**config.mk**
```make
export PLATFORM = sky130hd
export DESIGN_NAME = systolic_array_2x2
export DESIGN_NICKNAME = d
export VERILOG_FILES = /design/src/rtl/systolic_array_2x2.sv
export SDC_FILE = /design/constraint.sdc
export NUM_CORES = 1
export LEC_CHECK = 0
export CAP_MARGIN = 20
export CORE_MARGIN = 3
export CORE_UTILIZATION = 38
export CTS_CLUSTER_SIZE = 14
export DETAILED_ROUTE_END_ITERATION = 8
export HOLD_SLACK_MARGIN = 0.05
export PLACE_DENSITY = 0.67
export SLEW_MARGIN = 40
export SYNTH_ARGS = -nofsm -noshare
export SYNTH_HDL_FRONTEND = slang
export SYNTH_SLANG_ARGS = --single-unit
```
**constraint.sdc**
```tcl
create_clock -name sa_clk -period 16.6 [get_ports sa_clk]
set_clock_uncertainty 0.1 [all_clocks]
set_input_delay 2.49 -clock sa_clk [delete_from_list [all_inputs] [get_ports sa_clk]]
set_output_delay 2.49 -clock sa_clk [all_outputs]
set_load 0.005 [all_outputs]
```
**src/rtl/systolic_array_2x2.sv**
```systemverilog
// Weight-stationary 2x2 systolic matrix-multiply tile.
// Weights shift in from the top while sa_load=1; activations stream in from
// the left and partial sums flow down to the bottom edge while sa_load=0.
// Optional build macro: SA_SATURATE_EN (psum update saturates instead of wrapping).
module systolic_array_2x2 #(
    parameter int DATA_WIDTH = 16
) (
    input  logic                  sa_clk,
    input  logic                  sa_rst,
    input  logic                  sa_load,
    input  logic [DATA_WIDTH-1:0] sa_RD_0,
    input  logic [DATA_WIDTH-1:0] sa_RD_1,
    input  logic [DATA_WIDTH-1:0] sa_FDi_0,
    input  logic [DATA_WIDTH-1:0] sa_FDi_1,
    input  logic                  sa_bd_PE_0,
    input  logic                  sa_bd_PE_1,
    output logic [DATA_WIDTH-1:0] sa_GD_0,
    output logic [DATA_WIDTH-1:0] sa_GD_1,
    output logic [DATA_WIDTH-1:0] sa_FDo_0,
    output logic [DATA_WIDTH-1:0] sa_FDo_1
);

    localparam int DW = DATA_WIDTH;

    // Per-PE state, indexed [row][col]
    logic [1:0][1:0][DW-1:0] w_q;
    logic [1:0][1:0][DW-1:0] a_q;
    logic [1:0][1:0][DW-1:0] p_q;

    // Per-PE next-state terms
    logic [1:0][1:0][DW-1:0] a_in;
    logic [1:0][1:0][DW-1:0] p_in;
    logic [1:0][1:0][DW-1:0] p_nxt;

    // Edge inputs gathered into index-friendly vectors
    logic [1:0][DW-1:0] rd;
    logic [1:0][DW-1:0] fdi;
    logic [1:0]         bd;

    assign rd  = {sa_RD_1, sa_RD_0};
    assign fdi = {sa_FDi_1, sa_FDi_0};
    assign bd  = {sa_bd_PE_1, sa_bd_PE_0};

    // Multiply-accumulate for one PE: psum + act * wt, unsigned
    function automatic logic [DW-1:0] mac(input logic [DW-1:0] psum,
                                          input logic [DW-1:0] act,
                                          input logic [DW-1:0] wt);
`ifdef SA_SATURATE_EN
        logic [2*DW-1:0] prod;
        logic [DW:0]     sum;
        prod = {{DW{1'b0}}, act} * {{DW{1'b0}}, wt};
        sum  = {1'b0, psum} + {1'b0, prod[DW-1:0]};
        // Clamp when either the product or the accumulation leaves DW bits
        if ((|prod[2*DW-1:DW]) || sum[DW]) begin
            return '1;
        end
        return sum[DW-1:0];
`else
        logic [DW-1:0] prod;
        prod = act * wt;
        return psum + prod;
`endif
    endfunction

    // Activation routing, psum routing with boundary forcing, and MAC results
    always_comb begin
        // NOTE: every array element is written on every pass through this block, so no latch can be inferred.
        for (int r = 0; r < 2; r++) begin
            for (int c = 0; c < 2; c++) begin
                a_in[r][c]  = (c == 0) ? fdi[r] : a_q[r][0];
                p_in[r][c]  = (bd[r] || (r == 0)) ? '0 : p_q[0][c];
                p_nxt[r][c] = mac(p_in[r][c], a_in[r][c], w_q[r][c]);
            end
        end
    end

    // PE registers: weight shift in load mode, activation/psum advance in compute mode
    always_ff @(posedge sa_clk or negedge sa_rst) begin
        // NOTE: sequential state uses non-blocking assignments so every PE samples its neighbours' pre-edge values.
        if (!sa_rst) begin
            // NOTE: the weight array is reset along with the datapath; a reset therefore always forces a weight reload.
            w_q <= '0;
            a_q <= '0;
            p_q <= '0;
        end else if (sa_load) begin
            w_q[0] <= rd;
            w_q[1] <= w_q[0];
            a_q    <= '0;
            p_q    <= '0;
        end else begin
            a_q <= a_in;
            p_q <= p_nxt;
        end
    end

    assign sa_GD_0  = p_q[1][0];
    assign sa_GD_1  = p_q[1][1];
    assign sa_FDo_0 = a_q[0][1];
    assign sa_FDo_1 = a_q[1][1];

endmodule

```
==> impl_metrics.json <==
{
  "synth-edff-count": 0,
  "drt_pass1_iterations": 6,
  "overflow": 0,
  "max_slew_margin_pct": 44.75,
  "fin_util_pct": 42.52,
  "regArea_um2": 4805,
  "crit_path_start_kind": "primary input",
  "fmax_mhz": 125.5,
  "crit_chain": "clkdlybuf4s50_1, and2_1, fa_1, inv_1, fa_1, fa_1, fa_1, inv_1, fa_1, inv_1, fa_1, inv_1, ha_1, and2_1, a22o_1, a311oi_1, a21oi_1, xnor2_1, nor2_1",
  "dieArea_um2": 64910,
  "synth_most_common_cell": "inv_1",
  "yosysSeqAreaShare_pct": 20.43,
  "n_antenna_cell": 0,
  "grt_pass1_vias": 17956,
  "dr_wl_met3_um": 3004,
  "grt_max_degree": 92,
  "path_max_fanout": 12,
  "peakVddDrop_v": 0.0002147,
  "wl_met1_um": 24030,
  "die_h_um": 254.8,
  "worst_pin_slew_ns": 0.8288,
  "cts_tree": "yes",
  "numClockSinks": 192,
  "wl_met2_um": 27470,
  "grt_pass1_wl_um": 93560,
  "drc": 0,
  "synth_area_leader_cell": "fa_1",
  "initial_core_util_pct": 38.67,
  "syn_nets": 3098,
  "synth_cells": 2479,
  "hp-class": "flop to flop",
  "fin_nets": 3128,
  "cp_common_cell": "fa_1",
  "htreeDepth": 4,
  "hold_violations": 0,
  "fin_tns_setup_ns": 0,
  "core_area_um2": 60810,
  "ys_ff_latch": 192,
  "ios": 133,
  "num_vias": 16034,
  "top_layer_used": "met4",
  "leakage_nw": 12.61,
  "grt_setup_unrepaired": "false",
  "yosys-top-cells-area": "fa_1 (30%), dfrtp_1 (20%), ha_1 (11%)",
  "p_total_mw": 4.875,
  "multi_input_comb_area_um2": 16120,
  "hold_buffers": 0,
  "cts_resized": 0,
  "cp-end-kind": "flop",
  "finalMaxSlewViolations": 0,
  "rows": 90,
  "pre_cts_ws_ns": 8.164,
  "area_growth_syn_to_layout_pct": 9.933,
  "post_cts_buffers": 0,
  "arrival_ns": 8.21,
  "cts_made_buffers": 17,
  "yosysWarnings": 0,
  "ant_nets": 0,
  "vias_per_cell": 4.854,
  "cpPeakStageDelay_ns": 0.76,
  "cp_slowest_cell": "clkdlybuf4s50_1",
  "synth-main-ff-cell": "dfrtp_1",
  "hold_ws_ns": 0.4021,
  "yosysTopAreaCellShare_pct": 29.62,
  "yosys-top-cells-count": "inv_1 (532), fa_1 (348), nand2_1 (308)",
  "drt-total-wl_um": 56120,
  "insertion_delay_ns": 0.49,
  "clockBufferDepth": 2,
  "layout_setup_ws_ns": 8.631,
  "cp.required_ns": 16.84,
  "dp_hpwl_um": 43370,
  "status": "complete, no violations",
  "setup-violations-final": 0,
  "place.gp.congestion": 0.8893,
  "fin_crit_ns": 7.969,
  "port_buffers": 131,
  "avgSynthCellArea_um2": 9.487,
  "n_fill_cell": 5877,
  "wl_per_cell_um": 16.99,
  "async_reset_ff_share_pct": 100.0,
  "worst-setup-path-type": "primary input to flop",
  "power_density_nw_per_um2": 188.6,
  "period_share_pct": 48.01,
  "syn_area_um2": 23520,
  "drt-initial-drc-count": 932,
  "die_x_um": 254.8,
  "antenna_found_initial": 1,
  "drv_cap": 0,
  "drive_above_1_share_pct": 1.587,
  "grt_usage_pct": 18.49,
  "synth_cell_type_count": 36,
  "root_buffer": "clkbuf_16",
  "cts.clk_slew.worst_paths_ns": 0.08
}
## critical path: cells and delay by family
kind	cells	cell delay (ns)
AOI/OAI and AO/OA	3	0.76
buffers and inverters	5	0.94
adders and majority gates	7	3.25
xor gates and xnor gates	1	0.17
and+or+nand+nor	3	0.57
## routing by layer
layer  up-vias  global-route usage [%]
li1       7311                       -
met1      8139                   23.72
met2       470                   31.75
met3       114                   2.988
met4         0                   6.516
met5         -                       0
## area by class of cell
type / instances / area share [%]
repair buffers: 136 / 5.265
clock buffers: 17 / 1.645
flip-flops and latches: 192 / 18.58
well taps: 782 / 3.785
clock inverters: 14 / 0.6582
multi-input cells: 1630 / 62.34
inverters: 532 / 7.724
## state kept, by name (all words and copies together), names as in the netlist
register,count
sa_FDo_1,16
sa_GD_1,16
w_q,64
sa_FDo_0,16
a_in,32
p_q,32
sa_GD_0,16
## cell families (layout without fill, tap and decap cells)
family / Yosys count / after routing / share of synthesized area [%]
compound gates: 98 / 98 / 2.580
xor+xnor: 148 / 148 / 5.863
fa+ha+maj: 550 / 550 / 40.37
buf+inv: 657 / 699 / 11.04
flops: 192 / 192 / 20.43
mux: 66 / 66 / 3.150
simple gates: 768 / 768 / 16.57
## worst paths after layout
kind / start / endpoint / slack (ns) / depth (start not counted)
worst max register to register: w_q[17] / p_q[31] / 10.61 / 18
worst min register to register: w_q[63] / w_q[63] / 0.40 / 1
max in group asynchronous: sa_rst / p_q[11] / 13.52 / 2
worst min-delay path: w_q[63] / w_q[63] / 0.40 / 1
min in group asynchronous: sa_rst / sa_GD_1[6] / 1.88 / 1
worst max-delay path: sa_FDi_1[5] / sa_GD_0[14] / 8.63 / 19
## metrics by stage
step	instances	instance area, µm²
final	3303	25850
after global routing	3303	25850
after CTS	3303	25850
after detailed placement	3272	25250
after global placement	3272	25250
after floorplan	2479	23520
## placed cells by master, fill, tap and decap left out, types with 5 or more instances in the layout
cell type | netlist | final
ha_1 | 202 | 202
fa_1 | 348 | 348
nor2_1 | 54 | 54
a21o_1 | 8 | 8
and2_1 | 256 | 256
o21ai_1 | 14 | 14
nand2_1 | 308 | 308
o21ai_0 | 9 | 9
clkdlybuf4s50_1 | 0 | 129
clkbuf_16 | 0 | 17
a21oi_1 | 34 | 34
inv_6 | 0 | 5
dfrtp_1 | 192 | 192
xnor2_1 | 104 | 104
xnor3_1 | 6 | 6
nand2b_1 | 27 | 27
inv_1 | 532 | 532
o21a_1 | 16 | 16
nor2b_1 | 90 | 90
xor2_1 | 38 | 38
nor3_1 | 20 | 20
mux2_1 | 64 | 64
## where the power goes
part	total, mW	leakage (nW)	internal (mW)	switching, mW
registers	0.675	2.42	0.570	0.105
logic	3.77	9.90	1.76	2.01
clock network	0.431	0.287	0.226	0.205
Power figures use the tool's default switching activity.
